## src/rtl/nn_fixed_pkg.sv

```systemverilog
// Shared Q1.16 fixed-point constants, saturation helper and FSM states for the neuron_13in family.
package nn_fixed_pkg;

    localparam int unsigned DW   = 17;
    localparam int unsigned N_IN = 13;

    localparam logic [DW-1:0]      ONE     = 17'h10000;
    localparam logic signed [18:0] SAT_MAX = 19'sd65535;
    localparam logic signed [18:0] SAT_MIN = -19'sd65536;

    typedef enum logic [2:0] {
        StIdle,
        StDeriv,
        StDelta,
        StStep,
        StUpd,
        StBias,
        StDone
    } state_e;

    // Clamp a widened sum back into the signed 17-bit weight range.
    function automatic logic [DW-1:0] sat17(input logic signed [18:0] v);
        if (v > SAT_MAX) begin
            return 17'h0FFFF;
        end else if (v < SAT_MIN) begin
            return 17'h10000;
        end else begin
            return v[DW-1:0];
        end
    endfunction

endpackage

```

## src/rtl/neuron_13in_backprop_if.sv

```systemverilog
// Request/response bundle for the 13-input neuron backprop block.
interface neuron_13in_backprop_if;
    import nn_fixed_pkg::*;

    logic                  in_valid;
    logic                  in_ready;
    logic [DW-1:0]         y;
    logic [DW-1:0]         t;
    logic [DW-1:0]         eta;
    logic [DW*N_IN-1:0]    x;
    logic [DW*N_IN-1:0]    w;
    logic [DW-1:0]         bias;
    logic [DW*N_IN-1:0]    w_out;
    logic [DW-1:0]         bias_out;
    logic [17:0]           delta_out;
    logic                  out_valid;
    logic                  done;

    modport master (
        output in_valid, y, t, eta, x, w, bias,
        input  in_ready, w_out, bias_out, delta_out, out_valid, done
    );

    modport slave (
        input  in_valid, y, t, eta, x, w, bias,
        output in_ready, w_out, bias_out, delta_out, out_valid, done
    );

endinterface

```

## src/rtl/nn_mul18.sv

```systemverilog
// Combinational signed 18x18 multiplier shared by every backprop stage.
module nn_mul18 (
    input  logic signed [17:0] a_i,
    input  logic signed [17:0] b_i,
    output logic signed [35:0] p_o
);

    assign p_o = a_i * b_i;

endmodule

```

## src/rtl/neuron_13in_backprop.sv

```systemverilog
// Serial backward pass for a 13-input sigmoid neuron: derivative, delta, step, then one
// weight update per cycle through a single shared multiplier, followed by the bias update.
module neuron_13in_backprop
    import nn_fixed_pkg::*;
#(
    parameter int unsigned LrSh = 20
) (
    input logic                    clk,
    input logic                    rst_n,
    neuron_13in_backprop_if.slave  bus
);

    state_e state_q, state_d;

    logic [3:0]             idx_q;
    logic [DW-1:0]          y_q, t_q, eta_q, bias_q;
    logic [DW-1:0]          x_q [N_IN];
    logic [DW-1:0]          w_q [N_IN];
    logic signed [17:0]     err_q;
    logic [DW-1:0]          deriv_q;
    logic signed [17:0]     delta_q;
    logic signed [17:0]     step_q;
    logic [DW*N_IN-1:0]     w_out_q;
    logic [DW-1:0]          bias_out_q;
    logic                   out_valid_q;

    logic signed [17:0]     mul_a, mul_b;
    logic signed [35:0]     prod;
    logic signed [35:0]     step_full;
    logic signed [17:0]     dw;
    logic [DW-1:0]          one_minus_y;
    logic [DW-1:0]          w_cur;
    logic signed [18:0]     w_sum, b_sum;
    logic                   unused_bits;

    // Out-of-range y (above 1.0) flattens the derivative to zero.
    assign one_minus_y = (y_q > ONE) ? '0 : ONE - y_q;
    assign w_cur       = w_q[idx_q];

    always_comb begin
        mul_a = '0;
        mul_b = '0;
        unique case (state_q)
            StDeriv: begin
                mul_a = $signed({1'b0, y_q});
                mul_b = $signed({1'b0, one_minus_y});
            end
            StDelta: begin
                mul_a = err_q;
                mul_b = $signed({1'b0, deriv_q});
            end
            StStep: begin
                mul_a = $signed({1'b0, eta_q});
                mul_b = delta_q;
            end
            StUpd: begin
                mul_a = step_q;
                mul_b = $signed({1'b0, x_q[idx_q]});
            end
            default: ;
        endcase
    end

    nn_mul18 u_mul (
        .a_i (mul_a),
        .b_i (mul_b),
        .p_o (prod)
    );

    assign step_full   = prod >>> LrSh;
    assign dw          = prod[33:16];
    assign w_sum       = $signed({{2{w_cur[DW-1]}}, w_cur}) + $signed({dw[17], dw});
    assign b_sum       = $signed({{2{bias_q[DW-1]}}, bias_q}) + $signed({step_q[17], step_q});
    assign unused_bits = ^{prod[15:0], step_full[35:18]};

    always_ff @(posedge clk or negedge rst_n) begin
        if (!rst_n) begin
            state_q <= StIdle;
        end else begin
            state_q <= state_d;
        end
    end

    always_comb begin
        state_d = state_q;
        unique case (state_q)
            StIdle:  if (bus.in_valid) state_d = StDeriv;
            StDeriv: state_d = StDelta;
            StDelta: state_d = StStep;
            StStep:  state_d = StUpd;
            StUpd:   if (idx_q == 4'(N_IN - 1)) state_d = StBias;
            StBias:  state_d = StDone;
            StDone:  state_d = StIdle;
            default: state_d = StIdle;
        endcase
    end

    always_comb begin
        bus.in_ready = (state_q == StIdle);
        bus.done     = (state_q == StDone);
    end

    always_ff @(posedge clk or negedge rst_n) begin
        if (!rst_n) begin
            idx_q       <= '0;
            y_q         <= '0;
            t_q         <= '0;
            eta_q       <= '0;
            bias_q      <= '0;
            err_q       <= '0;
            deriv_q     <= '0;
            delta_q     <= '0;
            step_q      <= '0;
            w_out_q     <= '0;
            bias_out_q  <= '0;
            out_valid_q <= 1'b0;
            for (int i = 0; i < N_IN; i++) begin
                x_q[i] <= '0;
                w_q[i] <= '0;
            end
        end else begin
            unique case (state_q)
                StIdle: begin
                    if (bus.in_valid) begin
                        y_q         <= bus.y;
                        t_q         <= bus.t;
                        eta_q       <= bus.eta;
                        bias_q      <= bus.bias;
                        idx_q       <= '0;
                        out_valid_q <= 1'b0;
                        for (int i = 0; i < N_IN; i++) begin
                            x_q[i] <= bus.x[i*DW +: DW];
                            w_q[i] <= bus.w[i*DW +: DW];
                        end
                    end
                end
                StDeriv: begin
                    err_q   <= $signed({1'b0, t_q}) - $signed({1'b0, y_q});
                    deriv_q <= prod[32:16];
                end
                StDelta: delta_q <= prod[33:16];
                StStep:  step_q  <= step_full[17:0];
                StUpd: begin
                    w_q[idx_q] <= sat17(w_sum);
                    idx_q      <= idx_q + 4'd1;
                end
                StBias: begin
                    bias_out_q  <= sat17(b_sum);
                    out_valid_q <= 1'b1;
                    for (int i = 0; i < N_IN; i++) begin
                        w_out_q[i*DW +: DW] <= w_q[i];
                    end
                end
                default: ;
            endcase
        end
    end

    assign bus.w_out     = w_out_q;
    assign bus.bias_out  = bias_out_q;
    assign bus.delta_out = delta_q;
    assign bus.out_valid = out_valid_q;

endmodule

```

## src/flat_wrapper.sv

```systemverilog
// flat-port wrapper written by rule: the top's interface ports become plain ports
module neuron_13in_backprop_flat import nn_fixed_pkg::*;
#(
    parameter int unsigned LrSh = 20
)
  (clk, rst_n, bus_in_valid, bus_y, bus_t, bus_eta, bus_x, bus_w, bus_bias, bus_in_ready, bus_w_out, bus_bias_out, bus_delta_out, bus_out_valid, bus_done);
  neuron_13in_backprop_if bus_i ();
  input logic clk;
  input logic rst_n;
  input wire logic [$bits(bus_i.in_valid)-1:0] bus_in_valid;
  input wire logic [$bits(bus_i.y)-1:0] bus_y;
  input wire logic [$bits(bus_i.t)-1:0] bus_t;
  input wire logic [$bits(bus_i.eta)-1:0] bus_eta;
  input wire logic [$bits(bus_i.x)-1:0] bus_x;
  input wire logic [$bits(bus_i.w)-1:0] bus_w;
  input wire logic [$bits(bus_i.bias)-1:0] bus_bias;
  output wire logic [$bits(bus_i.in_ready)-1:0] bus_in_ready;
  output wire logic [$bits(bus_i.w_out)-1:0] bus_w_out;
  output wire logic [$bits(bus_i.bias_out)-1:0] bus_bias_out;
  output wire logic [$bits(bus_i.delta_out)-1:0] bus_delta_out;
  output wire logic [$bits(bus_i.out_valid)-1:0] bus_out_valid;
  output wire logic [$bits(bus_i.done)-1:0] bus_done;
  assign bus_i.in_valid = bus_in_valid;
  assign bus_i.y = bus_y;
  assign bus_i.t = bus_t;
  assign bus_i.eta = bus_eta;
  assign bus_i.x = bus_x;
  assign bus_i.w = bus_w;
  assign bus_i.bias = bus_bias;
  assign bus_in_ready = bus_i.in_ready;
  assign bus_w_out = bus_i.w_out;
  assign bus_bias_out = bus_i.bias_out;
  assign bus_delta_out = bus_i.delta_out;
  assign bus_out_valid = bus_i.out_valid;
  assign bus_done = bus_i.done;
  neuron_13in_backprop #(.LrSh(LrSh)) u_core (.clk(clk), .rst_n(rst_n), .bus(bus_i));
endmodule
```

## config.mk

```make
export PLATFORM = sky130hd
export DESIGN_NAME = neuron_13in_backprop_flat
export DESIGN_NICKNAME = d
export VERILOG_FILES = /design/src/rtl/nn_fixed_pkg.sv /design/src/rtl/neuron_13in_backprop_if.sv /design/src/rtl/nn_mul18.sv /design/src/rtl/neuron_13in_backprop.sv /design/src/flat_wrapper.sv
export SDC_FILE = /design/constraint.sdc
export NUM_CORES = 2
export LEC_CHECK = 0
export ABC_AREA = 1
export BUFFER_PORTS_ARGS = -buffer_cell sky130_fd_sc_hd__buf_2
export CAP_MARGIN = 20
export CORE_MARGIN = 2
export CORE_UTILIZATION = 40
export DETAILED_ROUTE_END_ITERATION = 8
export GPL_TIMING_DRIVEN = 0
export PLACE_DENSITY = 0.65
export SLEW_MARGIN = 10
export SYNTH_ARGS = -nofsm -noshare
export SYNTH_HDL_FRONTEND = slang
export SYNTH_SLANG_ARGS = --single-unit
```

## constraint.sdc

```tcl
create_clock -name clk -period 11 [get_ports clk]
set_clock_uncertainty 0.1 [all_clocks]
set_input_delay 2.2 -clock clk [delete_from_list [all_inputs] [get_ports clk]]
set_output_delay 2.2 -clock clk [all_outputs]
set_load 0.05 [all_outputs]
```

### Yosys cells after proc, flatten, opt, wreduce, memory -nomap -nowiden

Index checks and enable logic that the tools add are counted.

* register bits: 825
* output and inout port bits: 259

* multipliers: 1
* bitwise operators: 1
* reductions and logical operators: 8
* $add $sub $neg: 5
* magnitude comparators: 7
* equality and inequality tests: 9
* mux-type cells: 26

Operators with widths (number)
* 221-bit one-hot mux with 2 select lines: 1
* 221-bit bitwise mux: 1
* 221-bit two-way mux: 1
* 17-bit two-way mux: 11
* 18-bit one-hot mux with 4 select lines: 2
* 17-bit binary-select mux with 4-bit select: 2
* 17-bit demux with 4-bit select: 1
* 19-bit by 17-bit greater-than comparator with 1-bit output (second input constant): 2
* 19-bit by 17-bit less-than comparator with 1-bit output (second input constant): 2
* 18-bit by 18-bit multiplier with 36-bit output: 1
* 17-bit by 18-bit adder with 19-bit output: 1
* 17-bit by 16-bit adder with 18-bit output: 1
* 3-bit one-hot mux with 6 select lines: 1
* 17-bit by 17-bit subtractor with 18-bit output: 1
* 17-bit greater-than comparator (second input constant): 1
* 17-bit subtractor (first input constant): 1
* 3-bit == test (second input constant): 3
* 4-bit one-hot mux with 2 select lines: 1
* 2-bit AND reduction: 4
* 3-bit by 2-bit == test with 1-bit output (second input constant): 2
* 3-bit two-way mux: 2
* 5-bit >= comparator (second input constant): 1
* 5-bit by 1-bit less-than comparator with 1-bit output (second input constant): 1
* 4-bit NOT with 5-bit output: 1
* 11 further kinds: 12

### Longest topological paths before layout

* word-level depth: 13
* mapped depth: 59

### Modules after synthesis

From an unflattened synthesis, not the netlist that was laid out.

* cell total of the unflattened synthesis: 6961
* area total of the unflattened synthesis: 53787.8 um^2

Modules (own cells, without submodules)
* neuron_13in_backprop: area an instance 40563.9 um^2, instances 1, cells an instance 5171
* nn_mul18: area an instance 13223.9 um^2, instances 1, cells an instance 1790

### Worst setup path before layout

Ideal clock, no wire load.

* kind: flip-flop to flip-flop
* start point: reg u_core.y_q[2]
* end point: reg u_core.w_q[58] (netlist bit)
* setup time: 138 ps
* period minus slack after synthesis: 9491 ps
* cell stages (with the launch flop): 53
* setup slack: 1509 ps
* data arrival time: 9253 ps
* path buffers: 3
* required time: 10762 ps
* cells stage by stage: dfrtp_1 > nor2_2 > nand3_1 > nor2_2 > nand2_1 > nand2_1 > inv_1 > nor2_1 > inv_2 > o311ai_1 > clkbuf_1 > nand2_1 > inv_1 > fa_1 > inv_1 > fa_1 > fa_1 > fa_1 > [... 17 more ...] > nand2_1 > o211ai_1 > a21oi_1 > o21ai_0 > nand2_1 > nand3b_2 > nand2_2 > nand2_2 > nand2_2 > nand2_1 > nand2_1 > nand2_1 > nand2_1 > nand2_4 > buf_12 > a21oi_4 > buf_4 > o21ai_1

* cells in the longest elaborated chain, start to end: 11
* elaborated cells on any way between the ends: 14
* those cells by class: add/sub: 2; mul: 1; order compare: 3; mux: 8

Ends and longest elaborated chain
* from (decl): RTL line neuron_13in_backprop.sv:16 `logic [DW-1:0] y_q, t_q, eta_q, bias_q;`
* from (signal assigned): RTL line neuron_13in_backprop.sv:125 `y_q <= bus.y;`
* 17-bit subtractor / 17-bit greater-than comparator (equally long branches): RTL line neuron_13in_backprop.sv:37 `assign one_minus_y = (y_q > ONE) ? '0 : ONE - y_q;`
* 17-bit two-way mux: RTL line neuron_13in_backprop.sv:37
* 18-bit one-hot mux with 4 select lines: RTL line neuron_13in_backprop.sv:43 `unique case (state_q)`
* 18-bit by 18-bit multiplier with 36-bit output *: RTL line nn_mul18.sv:8 `assign p_o = a_i * b_i;`
* via u_core.prod[22]: RTL line neuron_13in_backprop.sv:28 `logic signed [35:0] prod;`
* 17-bit by 18-bit adder with 19-bit output *: RTL line neuron_13in_backprop.sv:72 `assign w_sum = $signed({{2{w_cur[DW-1]}}, w_cur}) + $signed({dw[17], dw});`
* 19-bit by 17-bit less-than comparator with 1-bit output: RTL line nn_fixed_pkg.sv:25 `end else if (v < SAT_MIN) begin`
* 17-bit two-way mux: RTL line nn_fixed_pkg.sv:25
* 17-bit two-way mux *: RTL line nn_fixed_pkg.sv:23 `if (v > SAT_MAX) begin`
* 17-bit two-way mux *: RTL line neuron_13in_backprop.sv:122 `unique case (state_q)`
* 221-bit bitwise mux *: RTL line neuron_13in_backprop.sv:144 `w_q[idx_q] <= sat17(w_sum);`
* 221-bit one-hot mux with 2 select lines *: RTL line neuron_13in_backprop.sv:122
* to (signal, indexed assignment): RTL line neuron_13in_backprop.sv:133 `w_q[i] <= bus.w[i*DW +: DW];`
* to (signal, indexed assignment): RTL line neuron_13in_backprop.sv:144
* to (decl): RTL line neuron_13in_backprop.sv:18 `logic [DW-1:0] w_q [N_IN];`

Mark *: on every way through the listed nets, which the timed path passes. The rest lies on a longest branch. The select of a mux whose other input is x is not followed.
A chain may end at the register's enable or synchronous reset.

### Worst setup path in the final report

* start point: reg u_core.idx_q[0]
* end point: reg u_core.w_q[178] (netlist bit)

* cells in the longest elaborated chain, start to end: 13
* elaborated cells on any way between the ends: 22
* those cells by class: add/sub: 1; mul: 1; order compare: 4; mux: 14; bitwise: 1; reduce/logical: 1

Ends and longest elaborated chain
* from (decl): RTL line neuron_13in_backprop.sv:15 `logic [3:0] idx_q;`
* from (signal assigned): RTL line neuron_13in_backprop.sv:145 `idx_q <= idx_q + 4'd1;`
* 4-bit NOT with 5-bit output (implied by the code) *: RTL line neuron_13in_backprop.sv:58 `mul_b = $signed({1'b0, x_q[idx_q]});`
* 17-bit binary-select mux with 4-bit select *: RTL line neuron_13in_backprop.sv:58
* 17-bit two-way mux (implied by the code) * (2 in a row): RTL line neuron_13in_backprop.sv:58
* 18-bit one-hot mux with 4 select lines *: RTL line neuron_13in_backprop.sv:43
* 18-bit by 18-bit multiplier with 36-bit output *: RTL line nn_mul18.sv:8
* via u_core.prod[30]: RTL line neuron_13in_backprop.sv:28
* 17-bit by 18-bit adder with 19-bit output *: RTL line neuron_13in_backprop.sv:72
* 19-bit by 17-bit less-than comparator with 1-bit output: RTL line nn_fixed_pkg.sv:25
* 17-bit two-way mux: RTL line nn_fixed_pkg.sv:25
* 17-bit two-way mux *: RTL line nn_fixed_pkg.sv:23
* 17-bit two-way mux *: RTL line neuron_13in_backprop.sv:122
* 221-bit bitwise mux *: RTL line neuron_13in_backprop.sv:144
* 221-bit one-hot mux with 2 select lines *: RTL line neuron_13in_backprop.sv:122

Marks and branches as above.

==> impl_metrics.xml <==
<?xml version="1.0" encoding="UTF-8"?>
<metrics>
  <group name="logic_synthesis">
    <metric name="postSynthCellCount" unit="">6444</metric>
    <metric name="synthDominantCellAreaShare" unit="%">39.7</metric>
    <metric name="post_synth_num_cell_types" unit="">63</metric>
    <metric name="synth_ff_type" unit="">dfrtp_1</metric>
    <metric name="synth_warnings" unit="">0</metric>
    <metric name="synth_top_cells_by_area" unit="">dfrtp_1 40%, fa_1 13%, nand2_1 12%</metric>
    <metric name="avg_synthesized_cell_area" unit="um^2">8.08</metric>
    <metric name="post_synthesis_net_count" unit="">7432</metric>
    <metric name="synth_area" unit="um^2">52100</metric>
    <metric name="synth_most_common_cell" unit="">nand2_1</metric>
    <metric name="synth-async-reset-ratio" unit="%">100</metric>
    <metric name="synth_enable_flop_cells" unit="">0</metric>
    <metric name="synth_seq_area_share" unit="%">39.7</metric>
    <metric name="netlist_top_cells_count" unit="">1726 x nand2_1, 895 x inv_1, 825 x dfrtp_1</metric>
    <metric name="synth_seq_cells" unit="">825</metric>
    <metric name="synth_top_area_cell" unit="">dfrtp_1</metric>
  </group>
  <group name="worst_setup_path">
    <metric name="path_class" unit="">reg -&gt; reg</metric>
    <metric name="max_stage_delay" unit="ps">590</metric>
    <metric name="timing.critical_path.fanout_max" unit="">10</metric>
    <metric name="slowest_stage" unit="">xnor2_2</metric>
    <metric name="timing.critical_path.from_type" unit="">flop</metric>
    <metric name="worst-endpoint-required" unit="ps">11470</metric>
    <metric name="timing.critical_path.to_type" unit="">flop</metric>
    <metric name="timing.critical_path.arrival" unit="ps">11240</metric>
    <metric name="crit_top_cell" unit="">nand2_1</metric>
  </group>
  <group name="die">
    <metric name="io_pins" unit="">772</metric>
    <metric name="design.die.area" unit="um^2">133000</metric>
    <metric name="die_width" unit="um">365</metric>
    <metric name="placement_rows" unit="">132</metric>
    <metric name="floorplan.core_area" unit="um^2">129000</metric>
    <metric name="initial_standard_cell_utilization_of_the_core" unit="%">40.3</metric>
    <metric name="chipHeight" unit="um">365</metric>
  </group>
  <group name="cells_and_area">
    <metric name="final_area" unit="um^2">62800</metric>
    <metric name="final.fill_count" unit="">12968</metric>
    <metric name="post_route_cells_drive_above_1_share" unit="%">17.5</metric>
    <metric name="synthToLayoutAreaGrowth" unit="%">20.6</metric>
    <metric name="share_of_the_core_filled_with_cells" unit="%">48.6</metric>
    <metric name="final_stage_net_count" unit="">8342</metric>
    <metric name="final_cell_count_no_fill" unit="">9187</metric>
  </group>
  <group name="clock_network">
    <metric name="cts_tree" unit="">built</metric>
    <metric name="cts.sink_count" unit="">825</metric>
    <metric name="cts.reportedPaths.clkPinSlew" unit="ps">60</metric>
    <metric name="numCtsBuffers" unit="">94</metric>
    <metric name="cts.path.max_buffers" unit="">3</metric>
    <metric name="clock_latency" unit="ps">740</metric>
    <metric name="cts_max_level" unit="">3</metric>
    <metric name="post_cts_hold_buffer_count" unit="">0</metric>
    <metric name="cts_root_buffer" unit="">clkbuf_16</metric>
  </group>
  <group name="grt">
    <metric name="grt_antenna_before_repair" unit="">33</metric>
    <metric name="number_of_global_route_vias_before_repair" unit="">49236</metric>
    <metric name="grt_max_degree" unit="">109</metric>
    <metric name="wire_length_of_the_first_global_routing_pass" unit="um">350000</metric>
    <metric name="globalRouteOverflowTotal" unit="">0</metric>
    <metric name="grt_use_total" unit="%">37.1</metric>
  </group>
  <group name="placed_design">
    <metric name="dpl.cell_count" unit="">8973</metric>
    <metric name="numPortBuffers" unit="">771</metric>
    <metric name="dpl_cell_area" unit="um^2">58400</metric>
    <metric name="gp_congestion" unit="">1.02</metric>
    <metric name="hpwlAfterDp" unit="um">201000</metric>
  </group>
  <group name="worst_hold_path">
    <metric name="hp-class" unit="">reg -&gt; reg</metric>
  </group>
  <group name="sta">
    <metric name="timing_hold_violations_final" unit="">0</metric>
    <metric name="worst-slew-pin-transition" unit="ps">1190</metric>
    <metric name="fmax" unit="MHz">92.8</metric>
    <metric name="fin_setup_tns" unit="ps">0</metric>
    <metric name="post-route-period-util" unit="%">97.9</metric>
    <metric name="final.min_clock_period" unit="ps">10770</metric>
    <metric name="slew_headroom" unit="%">20.4</metric>
    <metric name="report.final.slew_viol_count" unit="">0</metric>
    <metric name="setup-violations-final" unit="">0</metric>
  </group>
  <group name="route">
    <metric name="drt_first_pass_iters" unit="">8</metric>
    <metric name="post_drt_via_cell_ratio" unit="">5.55</metric>
    <metric name="wl" unit="um">251000</metric>
    <metric name="wl_per_cell" unit="um">27.3</metric>
    <metric name="drt_iter0_markers" unit="">6202</metric>
    <metric name="drtAntennaViolNets" unit="">0</metric>
    <metric name="routed-via-count" unit="">51016</metric>
    <metric name="drcViolationCount" unit="">0</metric>
  </group>
  <group name="job">
    <metric name="cap_violations" unit="">0</metric>
  </group>
  <group name="outcome">
    <metric name="status" unit="">complete, no violations</metric>
  </group>
</metrics>
[worst paths after layout]
check / from / to / slack [ps] / cells past startpoint
setup / recovery: u_core.idx_q[0]$_DFFE_PN0P_ / u_core.w_q[178]$_DFFE_PN0P_ / 230 / 52
hold / removal: u_core.x_q[42]$_DFFE_PN0P_ / u_core.x_q[42]$_DFFE_PN0P_ / 370 / 2
setup reg to reg: u_core.idx_q[0]$_DFFE_PN0P_ / u_core.w_q[178]$_DFFE_PN0P_ / 230 / 52
hold reg to reg: u_core.x_q[42]$_DFFE_PN0P_ / u_core.x_q[42]$_DFFE_PN0P_ / 370 / 2
max in group asynchronous: rst_n / u_core.bus.w_out[60]$_DFFE_PN0P_ / 7050 / 5
min in group asynchronous: rst_n / u_core.x_q[214]$_DFFE_PN0P_ / 1400 / 1
[critical path: cells and delay by family (launching register included)]
family,cells,cell delay (ps)
xor gates and xnor gates,1,590
adders and majority gates,8,3670
DFF,1,470
buffers and inverters,16,2190
and+or+nand+nor,18,2140
AOI/OAI and AO/OA,9,1380
[registers in the layout, indices dropped and copies added (netlist names)]
register	flops
u_core.bus.bias_out	17
u_core.eta_q	17
u_core.x_q	221
u_core.deriv_q	17
u_core.bias_q	17
u_core.state_q	3
u_core.err_q	18
u_core.w_q	221
u_core.bus.w_out	221
u_core.idx_q	4
u_core.y_q	17
u_core.bus.out_valid	1
u_core.t_q	17
u_core.bus.delta_out	18
u_core.step_q	16
[cell families after synthesis]
kind of cell / Yosys count / share of synthesized area (%)
fa+ha+maj: 475 / 16.2
compound gates: 1336 / 14.7
simple gates: 2477 / 19.0
xor+xnor: 62 / 1.04
flops: 825 / 39.7
buf+inv: 1268 / 9.44
mux: 1 / 0.0192
[layer usage]
layer | up-vias | share of wire, % | GRT usage [%]
li1 | 22248 | - | -
met1 | 25082 | 38 | 46.4
met2 | 2974 | 45 | 57.8
met3 | 698 | 10 | 9.24
met4 | 14 | 7.2 | 22.8
met5 | - | 0.037 | 0
[cell type report]
type | instances | area [um^2] | area share, %
Antenna cell | 19 | 47.5 | 0.0757
Timing Repair Buffer | 815 | 4410 | 7.02
Sequential cell | 825 | 20600 | 32.9
Multi-Input combinational cell | 4351 | 27100 | 43.1
Clock buffer | 138 | 2750 | 4.38
Tap cell | 1742 | 2180 | 3.47
Buffer | 351 | 1880 | 3.00
Clock inverter | 30 | 360 | 0.574
Inverter | 916 | 3470 | 5.53
[layout by cell type, fill, tap and decap left out, types with 21 or more instances in the layout]
cell type	instances
clkbuf_8	25
fa_1	330
nand2_1	1720
dfrtp_1	823
o21ai_0	612
o21ai_2	54
inv_1	893
clkbuf_2	22
o21ai_1	112
clkbuf_1	256
clkbuf_16	98
nand3_1	106
buf_2	780
nand2_2	46
clkbuf_4	21
ha_1	143
o221ai_1	23
buf_4	35
o22ai_1	62
a21oi_1	164
buf_6	26
xor2_1	38
nor2_1	509
a31oi_1	192
[repair_timing]
action / CTS / global route
cloned: 0 / 2
endpoints found under the setup margin: 234 / 221
gates resized for setup: 168 / 164
pin swaps: 8 / 20
setup buffers: 9 / 16
[stage by stage]
stage,hold slack [ps],setup slack (ps)
after global placement,354,-10620
after global routing,388,-32.6
final,375,229
after floorplan,344,1510
after CTS,374,9.01
after detailed placement,358,-2780
Power is left out: the tool's default activity adds up to more than one toggle a clock period on the data nets, which glitch-free logic cannot reach.
